$ cat src/rtl/dual_port_blockram_arbiter.sv
// dual_port_blockram_arbiter
//   Controller in front of one dual-port block RAM with a read port and a
//   write-with-evict port. Two requesters share the RAM through independent
//   round-robin arbiters, one per RAM port, so a reader and a writer can both
//   be granted in the same cycle. After reset, and again on a flush command,
//   every set is swept and written with zero. During a flush the evicted
//   contents of each set are streamed out.
//
//   Optional feature macro: DUAL_PORT_BLOCKRAM_ARBITER_RAW_FORWARD_EN
//     defined   : a read and a write granted to the same set in the same cycle
//                 return the new write data on the read response.
//     undefined : such a read returns the old RAM contents.
//
// Ports (W = SINGLE_ELEMENT_SIZE_IN_BITS, A = SET_PTR_WIDTH_IN_BITS)
//   clk_in, reset_n_in          clock, asynchronous active-low reset
//   req_valid/write/set_addr/element_in  per-requester request (bit/slice i = requester i)
//   req_ready_out               grant this cycle (valid & ready)
//   resp_valid/element_out      response one cycle after grant (read data or evicted data)
//   flush_in                    single-cycle flush command (honoured in RUN only)
//   flush_evict_*_out           evicted set stream during a flush sweep
//   flush_done_out              pulse with the last evicted element
//   init_done_out               high while in RUN
//   ram_*                       RAM control/data; RAM read and evict data return one cycle later
module dual_port_blockram_arbiter #(
  parameter int SINGLE_ELEMENT_SIZE_IN_BITS = 64,
  parameter int NUMBER_SETS                 = 64,
  parameter int SET_PTR_WIDTH_IN_BITS       = 6
) (
  input  logic                                     clk_in,
  input  logic                                     reset_n_in,
  input  logic [1:0]                               req_valid_in,
  input  logic [1:0]                               req_write_in,
  input  logic [2*SET_PTR_WIDTH_IN_BITS-1:0]       req_set_addr_in,
  input  logic [2*SINGLE_ELEMENT_SIZE_IN_BITS-1:0] req_element_in,
  output logic [1:0]                               req_ready_out,
  output logic [1:0]                               resp_valid_out,
  output logic [2*SINGLE_ELEMENT_SIZE_IN_BITS-1:0] resp_element_out,
  input  logic                                     flush_in,
  output logic                                     flush_evict_valid_out,
  output logic [SET_PTR_WIDTH_IN_BITS-1:0]         flush_evict_addr_out,
  output logic [SINGLE_ELEMENT_SIZE_IN_BITS-1:0]   flush_evict_element_out,
  output logic                                     flush_done_out,
  output logic                                     init_done_out,
  output logic                                     ram_read_en_out,
  output logic [SET_PTR_WIDTH_IN_BITS-1:0]         ram_read_set_addr_out,
  input  logic [SINGLE_ELEMENT_SIZE_IN_BITS-1:0]   ram_read_element_in,
  output logic                                     ram_write_en_out,
  output logic [SET_PTR_WIDTH_IN_BITS-1:0]         ram_write_set_addr_out,
  output logic [SINGLE_ELEMENT_SIZE_IN_BITS-1:0]   ram_write_element_out,
  input  logic [SINGLE_ELEMENT_SIZE_IN_BITS-1:0]   ram_evict_element_in
);

  localparam int W = SINGLE_ELEMENT_SIZE_IN_BITS;
  localparam int A = SET_PTR_WIDTH_IN_BITS;
  localparam logic [A-1:0] LAST_SET = A'(NUMBER_SETS - 1);

  typedef enum logic [1:0] {
    ST_INIT  = 2'd0,
    ST_RUN   = 2'd1,
    ST_FLUSH = 2'd2
  } state_t;

  state_t         state_reg, state_next;
  logic [A-1:0]   counter_reg, counter_next;
  logic           rd_ptr_reg, wr_ptr_reg;
  logic [1:0]     rd_cand, wr_cand;
  logic [1:0]     rd_grant, wr_grant;
  logic [1:0]     rd_grant_reg, wr_grant_reg;
  logic           flush_evict_valid_reg;
  logic [A-1:0]   flush_evict_addr_reg;
  logic           flush_done_reg;
  logic [A-1:0]   req_addr [2];
  logic [W-1:0]   req_data [2];
  logic [W-1:0]   read_data [2];

  // Two-way round robin: a sole candidate always wins; on contention the
  // pointer names the winner.
  function automatic logic [1:0] rr_pick(input logic [1:0] cand, input logic ptr);
    case (cand)
      2'b01:   rr_pick = 2'b01;
      2'b10:   rr_pick = 2'b10;
      2'b11:   rr_pick = ptr ? 2'b10 : 2'b01;
      default: rr_pick = 2'b00;
    endcase
  endfunction

  assign rd_cand = req_valid_in & ~req_write_in;
  assign wr_cand = req_valid_in & req_write_in;

  always_comb begin
    state_next             = state_reg;
    counter_next           = counter_reg;
    rd_grant               = 2'b00;
    wr_grant               = 2'b00;
    ram_read_en_out        = 1'b0;
    ram_read_set_addr_out  = '0;
    ram_write_en_out       = 1'b0;
    ram_write_set_addr_out = '0;
    ram_write_element_out  = '0;
    case (state_reg)
      ST_INIT, ST_FLUSH: begin
        // Sweep: zero one set per cycle, requesters are held off.
        ram_write_en_out       = 1'b1;
        ram_write_set_addr_out = counter_reg;
        if (counter_reg == LAST_SET) begin
          state_next   = ST_RUN;
          counter_next = '0;
        end else begin
          counter_next = counter_reg + 1'b1;
        end
      end
      ST_RUN: begin
        rd_grant = rr_pick(rd_cand, rd_ptr_reg);
        wr_grant = rr_pick(wr_cand, wr_ptr_reg);
        if (|rd_grant) begin
          ram_read_en_out       = 1'b1;
          ram_read_set_addr_out = req_addr[rd_grant[1]];
        end
        if (|wr_grant) begin
          ram_write_en_out       = 1'b1;
          ram_write_set_addr_out = req_addr[wr_grant[1]];
          ram_write_element_out  = req_data[wr_grant[1]];
        end
        if (flush_in) begin
          state_next = ST_FLUSH;
        end
      end
      default: begin
        state_next   = ST_INIT;
        counter_next = '0;
      end
    endcase
  end

  assign req_ready_out = rd_grant | wr_grant;
  assign init_done_out = (state_reg == ST_RUN);

  always_ff @(posedge clk_in or negedge reset_n_in) begin
    if (!reset_n_in) begin
      state_reg             <= ST_INIT;
      counter_reg           <= '0;
      rd_ptr_reg            <= 1'b0;
      wr_ptr_reg            <= 1'b0;
      rd_grant_reg          <= 2'b00;
      wr_grant_reg          <= 2'b00;
      flush_evict_valid_reg <= 1'b0;
      flush_evict_addr_reg  <= '0;
      flush_done_reg        <= 1'b0;
    end else begin
      state_reg    <= state_next;
      counter_reg  <= counter_next;
      // The pointer moves to the requester that just lost (or was idle).
      if (|rd_grant) begin
        rd_ptr_reg <= ~rd_grant[1];
      end
      if (|wr_grant) begin
        wr_ptr_reg <= ~wr_grant[1];
      end
      rd_grant_reg <= rd_grant;
      wr_grant_reg <= wr_grant;
      // Evict data of the sweep write appears on the RAM one cycle later;
      // track the set so the stream stays aligned with it.
      flush_evict_valid_reg <= (state_reg == ST_FLUSH);
      if (state_reg == ST_FLUSH) begin
        flush_evict_addr_reg <= counter_reg;
      end
      flush_done_reg <= (state_reg == ST_FLUSH) && (counter_reg == LAST_SET);
    end
  end

`ifdef DUAL_PORT_BLOCKRAM_ARBITER_RAW_FORWARD_EN
  // Read-after-write bypass: remember which reader collided with the
  // concurrent write and the data that was written.
  logic [1:0]   fwd_sel_reg;
  logic [W-1:0] fwd_data_reg;
  logic         raw_hit;

  assign raw_hit = (|rd_grant) && (|wr_grant) &&
                   (req_addr[rd_grant[1]] == req_addr[wr_grant[1]]);

  always_ff @(posedge clk_in or negedge reset_n_in) begin
    if (!reset_n_in) begin
      fwd_sel_reg  <= 2'b00;
      fwd_data_reg <= '0;
    end else begin
      fwd_sel_reg <= raw_hit ? rd_grant : 2'b00;
      if (raw_hit) begin
        fwd_data_reg <= req_data[wr_grant[1]];
      end
    end
  end
`endif

  genvar gi;
  generate
    for (gi = 0; gi < 2; gi++) begin : g_req
      assign req_addr[gi] = req_set_addr_in[gi*A +: A];
      assign req_data[gi] = req_element_in[gi*W +: W];
`ifdef DUAL_PORT_BLOCKRAM_ARBITER_RAW_FORWARD_EN
      assign read_data[gi] = fwd_sel_reg[gi] ? fwd_data_reg : ram_read_element_in;
`else
      assign read_data[gi] = ram_read_element_in;
`endif
      assign resp_element_out[gi*W +: W] =
        wr_grant_reg[gi] ? ram_evict_element_in :
        rd_grant_reg[gi] ? read_data[gi] : '0;
    end
  endgenerate

  assign resp_valid_out          = rd_grant_reg | wr_grant_reg;
  assign flush_evict_valid_out   = flush_evict_valid_reg;
  assign flush_evict_addr_out    = flush_evict_addr_reg;
  assign flush_evict_element_out = flush_evict_valid_reg ? ram_evict_element_in : '0;
  assign flush_done_out          = flush_done_reg;

endmodule

$ cat config.mk
export PLATFORM = sky130hd
export DESIGN_NAME = dual_port_blockram_arbiter
export DESIGN_NICKNAME = d
export VERILOG_FILES = /design/src/rtl/dual_port_blockram_arbiter.sv
export SDC_FILE = /design/constraint.sdc
export NUM_CORES = 1
export LEC_CHECK = 0
export ABC_AREA = 1
export BUFFER_PORTS_ARGS = -buffer_cell sky130_fd_sc_hd__buf_2
export CELL_PAD_IN_SITES_DETAIL_PLACEMENT = 1
export CELL_PAD_IN_SITES_GLOBAL_PLACEMENT = 1
export CORE_AREA = 2 2 216 218
export DETAILED_ROUTE_END_ITERATION = 6
export DIE_AREA = 0 0 218 220
export GPL_TIMING_DRIVEN = 0
export PLACE_DENSITY_LB_ADDON = 0.1
export SKIP_CTS_REPAIR_TIMING = 1
export SLEW_MARGIN = 0
export SYNTH_ARGS = -nofsm -noshare
export SYNTH_HDL_FRONTEND = slang
export SYNTH_SLANG_ARGS = --single-unit
$ cat constraint.sdc
create_clock -name clk_in -period 1.4 [get_ports clk_in]
set_clock_uncertainty 0.2 [all_clocks]
set_input_delay 0.14 -clock clk_in [delete_from_list [all_inputs] [get_ports clk_in]]
set_output_delay 0.14 -clock clk_in [all_outputs]
set_load 0.01 [all_outputs]
After elaboration in Yosys (flattened, before gate mapping). Index checks and enable logic that the tools add are counted.

$add $sub $neg: 1. $lt $le $gt $ge: 2. Equal/unequal tests: 11. Mux-type cells: 37. Bitwise operators: 9. Reductions and logical operators: 8.

Operators with widths (count): 2-to-1 mux 64 bit (10); 2-to-1 mux 6 bit (10); case mux 6 bit (2 select lines) (2); 2-to-1 mux 2 bit (8); case mux 2 bit (3 select lines) (2); == test 2 bit (second input constant) (5); OR reduction 2 bit (5); adder 6 x 1 -> 6 bit (second input constant) (1); == test 2 x 1 -> 1 bit (second input constant) (3); == test 6 bit (second input constant) (1); bitwise AND 2 bit (2); >= comparator 2 bit (second input constant) (2); inequality test 2 bit (second input constant) (2); inverter 1 -> 2 bit (2); bitwise OR 2 bit (2); case mux 2 bit (2 select lines) (1); 2-to-1 mux 1 bit (3); logical NOT 2 bit (1); inverter 1 bit (2); inverter 2 bit (1); case mux 1 bit (2 select lines) (1); AND reduction 2 bit (1); logical AND 1 bit (1).

Register bits after elaboration: 22. Input port bits: 275. Word-level logic and storage cells: 77.

Longest topological paths before layout. Gate-level depths: netlist of run 1.

Word-level depth: 11. Mapped depth: 7. Mapped depth without buffers: 7.

Worst setup path before layout of run 1. No wires, ideal clock.

Path kind: register to output. From: register wr_ptr_reg. To: output ram_write_element_out[25]. Data arrival time: 1.194 ns. Data required time: 1.060 ns. Setup slack: -0.134 ns. Stages on the path, launching flop included: 6. Buffers on the path: 2. Cell sequence: dfrtp_1 -> o21ai_2 -> buf_4 -> buf_6 -> nor2_1 -> nor2_1.

Longest elaborated chain between the ends: 9.

Ends and longest elaborated chain: from (decl) (RTL line 65) `logic rd_ptr_reg, wr_ptr_reg;`; from (signal assigned) (RTL line 157) `wr_ptr_reg <= ~wr_grant[1];`; 2-to-1 mux 2 bit * (RTL line 82) `2'b11: rr_pick = ptr ? 2'b10 : 2'b01;`; case mux 2 bit (3 select lines) * (RTL line 79) `case (cand)`; 2-to-1 mux 2 bit * (RTL line 100) `case (state_reg)`; inverter 1 -> 2 bit (not written as such) (RTL line 122) `ram_write_element_out = req_data[wr_grant[1]];`; 2-to-1 mux 64 bit (not written as such) (3 in a row) (RTL line 122); 2-to-1 mux 64 bit * (RTL line 119) `if (|wr_grant) begin`; 2-to-1 mux 64 bit * (RTL line 100); to (decl) (RTL line 49) `output logic [SINGLE_ELEMENT_SIZE_IN_BITS-1:0] ram_write_element_out,`.

Mark *: on every way between the ends. The rest lies on a longest branch, timed or not. The select of a mux whose other input is x is not followed.

Worst setup path in the final report of run 1.
From: register state_reg[1]. To: output ram_write_element_out[1].

Longest elaborated chain between the ends: 2.

Ends and longest elaborated chain: from (decl) (RTL line 63) `state_t state_reg, state_next;`; from (signal assigned) (RTL line 150) `state_reg <= state_next;`; == test 2 x 1 -> 1 bit (RTL line 100); 2-to-1 mux 64 bit (RTL line 100).

Every way passes these cells.

==> implementation parameters, run 1 <==
Parameter                              Value

Route
  Number of iterations in the first detailed-routing pass ... 4
  Number of vias in the routed layout ... 8309
  Residual antenna-violating net count after detailed routing ... 0
  Routed Wire Length ... 42.4 mm
  Via-to-Cell Ratio ... 3.81
  First-iteration detailed-routing DRC count ... 186
  Wirelength per Cell ... 19.5 um
  DRC violations left ... 0

Critical path
  Endpoint required time on the critical path ... 1.06 ns
  Critical Path, Cell by Cell ... inv_2 -> nand2_4 -> a21oi_4 -> buf_12 -> buf_12 -> nand2_1 -> nor2_2 -> buf_2
  Family with the most delay on the worst path ... buffers and inverters
  Buffers plus inverters on the worst setup path ... 4
  Critical Path Fanout Max ... 10
  Cell mode on critical path ... buf_12
  Critical-path top delay cell ... dfrtp_1
  Critical Setup Path Class ... register to output pin
  Kind of capture point of the worst setup path ... output pin
  Maximum single-stage delay on the critical path ... 0.39 ns
  Data arrival time of the worst path ... 1.64 ns
  Sort of element at the start of the critical path ... register

Floorplanning
  Initial Util ... 9.77%
  Floorplan die area ... 0.0480 mm^2
  Width of the die ... 218 um
  Chip height ... 220 um
  I/O pin count ... 558
  Core area ... 0.0459 mm^2
  Num rows ... 79

Synth
  Top cells by area, synth ... inv_1 24%, nand2_1 22%, o22ai_1 18%
  Post-synthesis net count ... 1226
  Register area share after synthesis ... 12.3%
  Number of flops mapped to enable cells by yosys ... 0
  Most frequent cell after synthesis ... inv_1
  Most common flop cell mapped by yosys ... dfrtp_1
  Distinct cell type count after synthesis ... 20
  Mean instance size in the synthesized netlist ... 4.72 um^2
  Post-synthesis instance area ... 0.00448 mm^2
  Share of synthesized flip-flops with an asynchronous set or reset ... 100%
  Yosys Warn Count ... 0
  Gate Count Post-Synth ... 950
  Area fraction of the dominant cell type after synthesis ... 24.3%
  Number of flip-flops and latches in the synthesized netlist ... 22
  Leading post-synthesis cells by instance count ... 290 x inv_1, 268 x nand2_1, 147 x nor2_1
  Top cell type by total area after synthesis ... inv_1

Pwr
  Ratio of total power to cell area ... 204 mW/mm^2
  Worst VDD drop ... 0.321 mV
  Lkg Pwr ... 7.24 nW

Timing
  Setup-violating endpoint count in the final report ... 287
  Pins over their slew limit ... 0
  Timing-limited maximum frequency ... 506 MHz
  Final clock period utilization by the worst path ... 141%
  Setup repair after global routing missed its margin ... yes
  Count of final hold-check violations ... 0
  Post-route worst setup slack ... -0.576 ns
  Time the final worst path needs with I/O delays and setup ... 1.98 ns
  Transition time of the tightest slew-check pin ... 0.535 ns
  Worst rel slew slack ... 64.4%

Final layout
  Finished Cell Area ... 0.0117 mm^2
  Fillers ... 5785
  Total number of nets in the final design ... 1845
  Final standard cell utilization of the core ... 25.4%
  Area growth from synthesis to layout ... 160%
  Share of post-route cells with drive strength above 1 ... 59.2%

Global route
  Number of antenna violations at the first check in global routing ... 12
  Wire length of the first global-routing pass ... 53.2 mm
  Maximum number of pins on one net before global-route repair ... 23
  Grt ovf ... 0
  Via count of the first global-routing pass ... 7933
  Total global-route track usage ... 14.9%

CTS
  Number of CTS-inserted buffers ... 3
  Clock tree from TritonCTS ... yes
  Number of H-tree levels ... 1
  Clock slew at reported path FFs ... 0.06 ns
  Buffer type at the clock tree root ... clkbuf_16
  Total clock sinks ... 22
  Later-pin clock latency in the skew report ... 0.25 ns
  Number of buffers between clock root and the deepest sink ... 2

Outcome
  Violated checks ... setup timing
  Run status ... finished, violations left

Place
  Post-placement worst setup slack ... -1.06 ns
  Port bufs ... 557
  Detailed placement HPWL ... 33.5 mm
  Placed cell area ... 0.00826 mm^2
  Weighted congestion at the end of routability-driven global placement ... 0.797

Job
  Max-capacitance violation count ... 0

Hold path
  Min-delay worst type ... input pin to asynchronous set/reset pin
[kinds of logic (layout without fill, tap and decap cells)]
family,count (synthesis),after routing,synth area share [%]
compound gates,146,146,20.2
xor+xnor,1,1,0.195
fa+ha+maj,1,1,0.279
buf+inv,348,964,30.3
flops,22,22,12.3
other cells,0,5,0
simple gates,432,434,36.8
[path summary, 6_finish.rpt]
path / start / endpoint / slack [ns] / depth (start not counted)
setup / recovery: state_reg[1] / ram_write_element_out[1] / -0.58 / 8
hold / removal: reset_n_in / flush_evict_addr_out[1] / 0.20 / 2
setup reg to reg: counter_reg[0] / counter_reg[3] / -0.21 / 6
hold reg to reg: flush_evict_addr_out[5] / flush_evict_addr_out[5] / 0.27 / 2
max in group asynchronous: reset_n_in / rd_grant_reg[1] / 0.41 / 2
min in group clk_in: req_valid_in[0] / rd_grant_reg[1] / 0.21 / 5
[routing by layer]
layer,track usage (%),routed length (um),vias up
li1,-,-,4081
met1,16.9,16300,3876
met2,28.3,22600,310
met3,4.07,2970,30
met4,1.56,485,12
met5,0,76,-
[worst register-to-register path, stage by stage (launching register included)]
cell,delay [ns]
dfrtp_1,0.46
ha_1,0.29
nand3_1,0.13
nor2_1,0.05
nor2_1,0.24
nand2_1,0.09
o21ai_0,0.08
[report_power, final]
group,internal [mW],switching (mW),total (mW)
sequential,0.638,0.00153,0.639
combinational,0.459,0.610,1.07
clock,0.436,0.230,0.666
total,1.53,0.841,2.37
[placed cells by master (no fill, tap or decap)]
master	netlist	routed
nor2_2	0	63
ha_1	1	1
diode_2	0	5
clkinv_1	1	1
nand2_2	0	11
clkinv_4	0	2
o22ai_1	130	11
dfrtp_2	0	3
clkbuf_4	0	4
a21oi_1	2	1
o22ai_2	0	80
o21ai_0	11	11
buf_6	4	100
buf_8	0	13
nand4_1	2	2
xnor2_1	1	1
inv_2	0	26
dlygate4sd3_1	0	2
nand2_4	0	22
inv_4	0	1
clkbuf_8	0	1
buf_2	15	475
clkbuf_16	0	26
nand2_1	268	234
a21oi_2	2	1
nor2_1	147	84
or2_2	2	2
buf_4	1	21
nand3_1	13	9
o21ai_4	0	1
clkbuf_1	24	2
nand2_8	0	3
dfrtp_1	22	19
o22ai_4	0	39
inv_1	290	261
buf_12	0	29
nand3_2	0	4
a21oi_4	0	2
[through the flow]
| step | hold slack, ns | std cells | setup TNS [ns] | total power, mW |
|---|---|---|---|---|
| after detailed placement | -0.0456 | 2114 | -156.98 | 1.55 |
| after global placement | -0.0388 | 2114 | -157.15 | 1.53 |
| after floorplan | -0.356 | 950 | -0.991 | 1.01 |
| final | 0.200 | 2180 | -107.31 | 2.37 |
| after CTS | -0.321 | 2118 | -232.38 | 2.24 |
| after global routing | 0.264 | 2175 | -130.52 | 2.55 |
[final cells by class]
class	count	area, um^2	area share, %
well taps	607	759	6.52
inverters	291	1100	9.48
repair buffers	612	4230	36.3
clock buffers	4	88.8	0.762
diodes	5	12.5	0.107
plain buffers	57	836	7.17
flip-flops and latches	22	554	4.76
multi-input cells	582	4060	34.9
Power figures use the tool's default switching activity.
==> run 2, diff against run 1 <==
--- a/config.mk
+++ b/config.mk
@@ -5,13 +5,12 @@
 export SDC_FILE = /design/constraint.sdc
 export NUM_CORES = 1
 export LEC_CHECK = 0
-export ABC_AREA = 1
 export BUFFER_PORTS_ARGS = -buffer_cell sky130_fd_sc_hd__buf_2
 export CELL_PAD_IN_SITES_DETAIL_PLACEMENT = 1
 export CELL_PAD_IN_SITES_GLOBAL_PLACEMENT = 1
-export CORE_AREA = 2 2 216 218
+export CORE_AREA = 2 2 214 216
 export DETAILED_ROUTE_END_ITERATION = 6
-export DIE_AREA = 0 0 218 220
+export DIE_AREA = 0 0 216 218
 export GPL_TIMING_DRIVEN = 0
 export PLACE_DENSITY_LB_ADDON = 0.1
 export SKIP_CTS_REPAIR_TIMING = 1
==> run 2 against run 1 <==
Against the previous run: the run still ends with setup timing left; synthesized area decreased by 7.1%; global-route usage increased by 0.21 points; register-to-register slack improved by 0.06 ns; first-iteration DRC count decreased by 1.6%; power decreased by 1.0%; core utilization decreased by 2.4 points; synthesized cell count decreased by 38%; via count decreased by 9.7%; highest routed layer unchanged; cell count decreased by 17%; design area decreased by 11%; routed wire length decreased by 2.7%; largest power group unchanged; critical endpoint is now ram_write_element_out[57]; die area decreased by 1.8%.
==> implementation parameters, run 2 <==
Parameter                              Value

Critical path
  Critical Setup Path Class ... register to output pin
  Endpoint required time on the critical path ... 1.06 ns
  Kind of capture point of the worst setup path ... output pin
  First element of the critical path ... wr_ptr_reg
  Register-to-Register Setup Slack ... -0.15 ns
  Critical Path Fanout Max ... 7
  Sort of element at the start of the critical path ... register
  Data arrival time of the worst path ... 1.75 ns
  Maximum single-stage delay on the critical path ... 0.41 ns
  Critical-path top delay cell ... dfrtp_1
  Worst flop-to-flop path endpoint ... counter_reg[3]
  R2R depth ... 3
  Cell mode on critical path ... buf_12
  Startpoint of the lowest-slack register-to-register path ... counter_reg[0]
  CP endpoint ... ram_write_element_out[57]
  Critical Path, Cell by Cell ... and3b_2 -> buf_12 -> buf_12 -> o21ai_4 -> a21oi_2 -> buf_2

CTS
  Number of buffers between clock root and the deepest sink ... 2
  Clock slew at reported path FFs ... 0.06 ns
  Later-pin clock latency in the skew report ... 0.26 ns
  Total clock sinks ... 22
  Number of CTS-inserted buffers ... 3
  Number of H-tree levels ... 1
  Clock tree from TritonCTS ... yes
  Buffer type at the clock tree root ... clkbuf_16

Pwr
  Ratio of total power to cell area ... 227 mW/mm^2
  Worst VDD drop ... 0.457 mV
  Lkg Pwr ... 5.15 nW

Place
  Weighted congestion at the end of routability-driven global placement ... 0.814
  Post-placement worst setup slack ... -0.747 ns
  Detailed placement HPWL ... 33.4 mm
  Placed cell area ... 0.00801 mm^2
  Port bufs ... 557

Final layout
  Fillers ... 5405
  Most common library cell in the layout ignoring fill and taps ... buf_2
  Area growth from synthesis to layout ... 148%
  Final standard cell utilization of the core ... 23.0%
  Finished Cell Area ... 0.0103 mm^2
  Total number of nets in the final design ... 1485
  Share of post-route cells with drive strength above 1 ... 70.4%
  Leading cell types in the layout, fill and taps excluded ... 464 x buf_2, 128 x buf_6, 119 x a22o_1
  Area of the multi-input gates ... 0.00377 mm^2
  Reg area ... 556 um^2

Timing
  Pins over their slew limit ... 0
  Count of final hold-check violations ... 0
  Transition time of the tightest slew-check pin ... 0.597 ns
  Final clock period utilization by the worst path ... 149%
  Post-route worst setup slack ... -0.689 ns
  Worst hold margin ... 0.138 ns
  Worst rel slew slack ... 60.2%
  Setup-violating endpoint count in the final report ... 290
  Accumulated negative setup slack ... -123.94 ns
  Timing-limited maximum frequency ... 479 MHz
  Setup repair after global routing missed its margin ... yes
  Time the final worst path needs with I/O delays and setup ... 2.09 ns

Hold path
  Worst Min Path Start ... req_write_in[1]
  Min-delay worst type ... input pin to register

Synth
  Top cells by area, synth ... a22o_1 27%, dfrtp_1 13%, and2_1 10%
  Adder-Cell Fraction of Synth Area ... 0.300%
  Gate Count Post-Synth ... 586
  Share of the synthesized area in compound gates (AO/OA/AOI/OAI) ... 49.6%
  Leading post-synthesis cells by instance count ... 127 x a22o_1, 73 x nand3_1, 69 x and2_1
  Post-synthesis xor/xnor area fraction ... 0.631%
  Most frequent cell after synthesis ... a22o_1
  Basic-gate share of the synthesized area counting and, or, nand and nor cells ... 24.9%
  Post-synthesis net count ... 862
  Most common flop cell mapped by yosys ... dfrtp_1
  Register area share after synthesis ... 13.2%
  Yosys Warn Count ... 0
  Number of flip-flops and latches in the synthesized netlist ... 22
  Post-synthesis instance area ... 0.00417 mm^2
  Mean instance size in the synthesized netlist ... 7.11 um^2
  Area fraction of the dominant cell type after synthesis ... 26.7%
  Combinational family with the most area after synthesis ... compound AO/OA/AOI/OAI gates
  Top cell type by total area after synthesis ... a22o_1
  Number of flops mapped to enable cells by yosys ... 0
  Distinct cell type count after synthesis ... 42
  Share of synthesized flip-flops with an asynchronous set or reset ... 100%
  Post-synthesis mux area share ... 0.270%

Floorplanning
  Floorplan die area ... 0.0471 mm^2
  Core area ... 0.0449 mm^2
  Initial Util ... 9.28%
  I/O pin count ... 558
  Chip height ... 218 um
  Num rows ... 78
  Width of the die ... 216 um

Outcome
  Run status ... finished, violations left
  Violated checks ... setup timing

Route
  DRC violations left ... 0
  Wirelength per Cell ... 22.8 um
  Number of iterations in the first detailed-routing pass ... 4
  Residual antenna-violating net count after detailed routing ... 0
  Number of vias in the routed layout ... 7503
  Routed Wire Length ... 41.3 mm
  Via-to-Cell Ratio ... 4.15
  First-iteration detailed-routing DRC count ... 183

Global route
  Via count of the first global-routing pass ... 7354
  Number of antenna violations at the first check in global routing ... 11
  Wire length of the first global-routing pass ... 53.1 mm
  Grt ovf ... 0
  Maximum number of pins on one net before global-route repair ... 23
  Total global-route track usage ... 15.1%

Job
  Max-capacitance violation count ... 0
[run 2: changes by cell type after synthesis, sizes merged, moves of 62 or more]
cell   delta
o21ai    +62
nor2    -141
o22ai   -125
inv     -281
and2     +69
nand2   -257
a22o    +128
[run 2: worst min-delay path by stage]
stage,endpoint,cells past startpoint,slack (ns)
4_1_cts,rd_ptr_reg,1,-0.31
6_report,wr_grant_reg[0],3,0.14
3_3_place_gp,rd_ptr_reg,1,-0.02
5_1_grt,wr_grant_reg[0],3,0.16
2_1_floorplan,counter_reg[0],0,-0.36
3_5_place_dp,rd_ptr_reg,1,-0.03
[run 2: cells by family (layout without fill, tap and decap cells)]
kind of cell,count (synthesis),in the layout
adder cells (fa/ha/maj),1,1
AND/OR/NAND/NOR,184,184
flip-flops,22,22
XOR/XNOR,3,3
buffers and inverters,84,706
AO/OA/AOI/OAI,291,291
other,0,1
multiplexers,1,1
[run 2: cell type report]
class                      count  area share, %
antenna                        1         0.0242
buffer                        75           8.44
clock buffer                   4          0.860
inverter                       9          0.375
multi-input combinational    480           36.5
sequential                    22           5.38
tap                          600           7.27
timing repair buffer         618           41.1
[run 2: worst max-delay path: cells and delay by family (launching register included)]
family	cells	cell delay [ns]
simple gates	1	0.31
compound gates	2	0.27
buf+inv	3	0.48
flops	1	0.41
[run 2: where the power goes]
group / switching [mW] / total (mW) / internal, mW
Clock: 0.233 / 0.670 / 0.436
Sequential: 0.00111 / 0.638 / 0.637
Combinational: 0.576 / 1.04 / 0.466
Total: 0.811 / 2.35 / 1.54
[run 2: layer usage]
metal / wire length [um] / track usage (%) / share of wire [%]
met1: 15200 / 16.4 / 37
met2: 21900 / 29.2 / 53
met3: 3050 / 4.21 / 7.4
met4: 1000 / 2.65 / 2.4
met5: 77 / 0 / 0.19
[run 2: per-stage QoR]
stage               std cells  total power [mW]
floorplan                 586             0.966
global placement         1743              1.58
detailed placement       1743              1.59
CTS                      1747              2.27
global route             1809              2.49
finish                   1809              2.35
==> run 3, diff against run 2 <==
--- a/config.mk
+++ b/config.mk
@@ -13,6 +13,7 @@
 export DIE_AREA = 0 0 216 218
 export GPL_TIMING_DRIVEN = 0
 export PLACE_DENSITY_LB_ADDON = 0.1
+export REMOVE_ABC_BUFFERS = 1
 export SKIP_CTS_REPAIR_TIMING = 1
 export SLEW_MARGIN = 0
 export SYNTH_ARGS = -nofsm -noshare
==> run 3 against run 2 <==
Against the previous run: the run still ends with setup timing left; flip-flop and latch count is the same; sequential share of layout area decreased by 0.13 points; cell count fell by 0.22%; design area increased by 4.5%; worst hold slack better by 0.064 ns; sequential power about the same; setup slack got worse by 0.053 ns; clock power up 21%; register-to-register slack worse by 0.19 ns.
==> implementation parameters, run 3 (synthesis gave the netlist of run 2 again) <==
Parameter                              Value

Critical path
  Kind of capture point of the worst setup path ... output pin
  Sort of element at the start of the critical path ... register
  Critical Setup Path Class ... register to output pin
  Worst flop-to-flop path endpoint ... wr_ptr_reg
  Register-to-Register Setup Slack ... -0.34 ns
  R2R depth ... 7
  Critical Path, Cell by Cell ... buf_16 -> nor2b_4 -> clkbuf_16 -> buf_4 -> a22o_1 -> buf_2
  Buffers plus inverters on the worst setup path ... 4
  Startpoint of the lowest-slack register-to-register path ... state_reg[0]
  Data arrival time of the worst path ... 1.80 ns
  Critical Path Fanout Max ... 9
  Family with the most delay on the worst path ... buffers and inverters
  Maximum single-stage delay on the critical path ... 0.52 ns
  Critical-path top delay cell ... dfrtp_4
  Endpoint required time on the critical path ... 1.06 ns
  Number of cells on the critical path ... 6

Route
  Wirelength per Cell ... 26.2 um
  Number of iterations in the first detailed-routing pass ... 6
  Number of vias in the routed layout ... 7785
  DRC violations left ... 0
  Residual antenna-violating net count after detailed routing ... 0
  Routed Wire Length ... 47.3 mm
  Via-to-Cell Ratio ... 4.31
  First-iteration detailed-routing DRC count ... 257

Timing
  Transition time of the tightest slew-check pin ... 0.706 ns
  Setup repair after global routing missed its margin ... yes
  Worst rel slew slack ... 52.9%
  Timing-limited maximum frequency ... 467 MHz
  Pins over their slew limit ... 0
  Worst hold margin ... 0.201 ns
  Count of final hold-check violations ... 0
  Final clock period utilization by the worst path ... 153%
  Time the final worst path needs with I/O delays and setup ... 2.14 ns
  Setup-violating endpoint count in the final report ... 284
  Post-route worst setup slack ... -0.742 ns

Hold path
  Worst Min Path Start ... req_valid_in[0]
  Cells on Worst Hold Path ... 3
  Min-delay worst type ... input pin to register
  Terminating pin of the worst hold path ... rd_grant_reg[0]

Place
  Port bufs ... 557
  Detailed placement HPWL ... 31.3 mm
  Count of placed standard cells including taps ... 1678
  Weighted congestion at the end of routability-driven global placement ... 0.830
  Post-placement worst setup slack ... -1.76 ns

Final layout
  Share of post-route cells with drive strength above 1 ... 70.7%
  Fillers ... 5325
  Area growth from synthesis to layout ... 159%
  Leading cell types in the layout, fill and taps excluded ... 446 x buf_2, 125 x buf_6, 122 x a22o_1
  Final standard cell utilization of the core ... 24.1%
  Total number of nets in the final design ... 1479
  Most common library cell in the layout ignoring fill and taps ... buf_2
  Filler-free cell count of the finished design ... 1805

Pwr
  Ratio of total power to cell area ... 245 mW/mm^2
  Lkg Pwr ... 5.24 nW
  Worst VDD drop ... 0.375 mV
  Post-layout total power ... 2.65 mW

CTS
  Number of H-tree levels ... 1
  Total clock sinks ... 22
  Buffer type at the clock tree root ... clkbuf_16
  Number of CTS-inserted buffers ... 3
  Clock slew at reported path FFs ... 0.06 ns
  Clock tree from TritonCTS ... yes
  Number of buffers between clock root and the deepest sink ... 2
  Later-pin clock latency in the skew report ... 0.26 ns

Global route
  Number of antenna violations at the first check in global routing ... 13
  Wire length of the first global-routing pass ... 53.4 mm
  Maximum number of pins on one net before global-route repair ... 68
  Grt ovf ... 0
  Via count of the first global-routing pass ... 7159
  Total global-route track usage ... 15.2%

Outcome
  Violated checks ... setup timing
  Run status ... finished, violations left

Floorplanning
  Width of the die ... 216 um
  Num rows ... 78
  Floorplan die area ... 0.0471 mm^2
  Chip height ... 218 um
  Core area ... 0.0449 mm^2
  I/O pin count ... 558
  Initial Util ... 9.28%

Job
  Max-capacitance violation count ... 0
[run 3: cell count changes in the layout (fill, tap and decap cells not counted), sizes merged, moves of 2 or more]
cell	previous run	this run
and2	69	72
and3b	2	5
buf	665	645
clkinv	0	2
diode	1	3
nand2	11	16
[run 3: worst max path at each step]
stage                          from                         to  slack [ns]
global placement    wr_grant_reg[1]      resp_element_out[110]       -6.22
finish              wr_grant_reg[1]      resp_element_out[101]       -0.74
floorplan           wr_grant_reg[0]        resp_element_out[0]       -2.55
CTS                    state_reg[0]  ram_write_element_out[11]       -2.04
detailed placement     state_reg[0]  ram_write_element_out[11]       -1.76
global route        wr_grant_reg[1]      resp_element_out[101]       -0.80
[run 3: tightest hold or removal path, cell delays in order]
cell	delay, ns
buf_2	0.17
nand2b_1	0.22
nor3_2	0.09
[run 3: area by class of cell]
type | instances | area [um^2] | area share [%]
Tap cell | 600 | 751 | 6.95
Antenna cell | 3 | 7.51 | 0.0695
Multi-Input combinational cell | 492 | 4020 | 37.2
Timing Repair Buffer | 673 | 5280 | 48.9
Clock inverter | 1 | 30.0 | 0.278
Inverter | 9 | 48.8 | 0.452
Clock buffer | 3 | 75.1 | 0.695
Sequential cell | 22 | 567 | 5.25
Timing Repair inverter | 2 | 25.0 | 0.232
[run 3: report_power, final]
group          switching (mW)  internal, mW  leakage (nW)
Combinational           0.646         0.553          4.90
Sequential            0.00138         0.637         0.284
Clock                   0.240         0.568        0.0511
[run 3: layer usage]
layer  wire, um  GRT usage, %  vias up
met5        103             0        -
met4       1410          3.45       14
met3       3270          4.10       62
met2      25500          29.5      397
met1      17000          16.3     3798
li1           -             -     3514
[run 3: per-stage QoR]
step                setup TNS [ns]  area (um^2)
finish                     -139.99        10800
global route               -156.10        10800
CTS                        -311.89         7630
detailed placement         -240.27         7530
global placement          -1009.71         7280
floorplan                  -404.05         3740
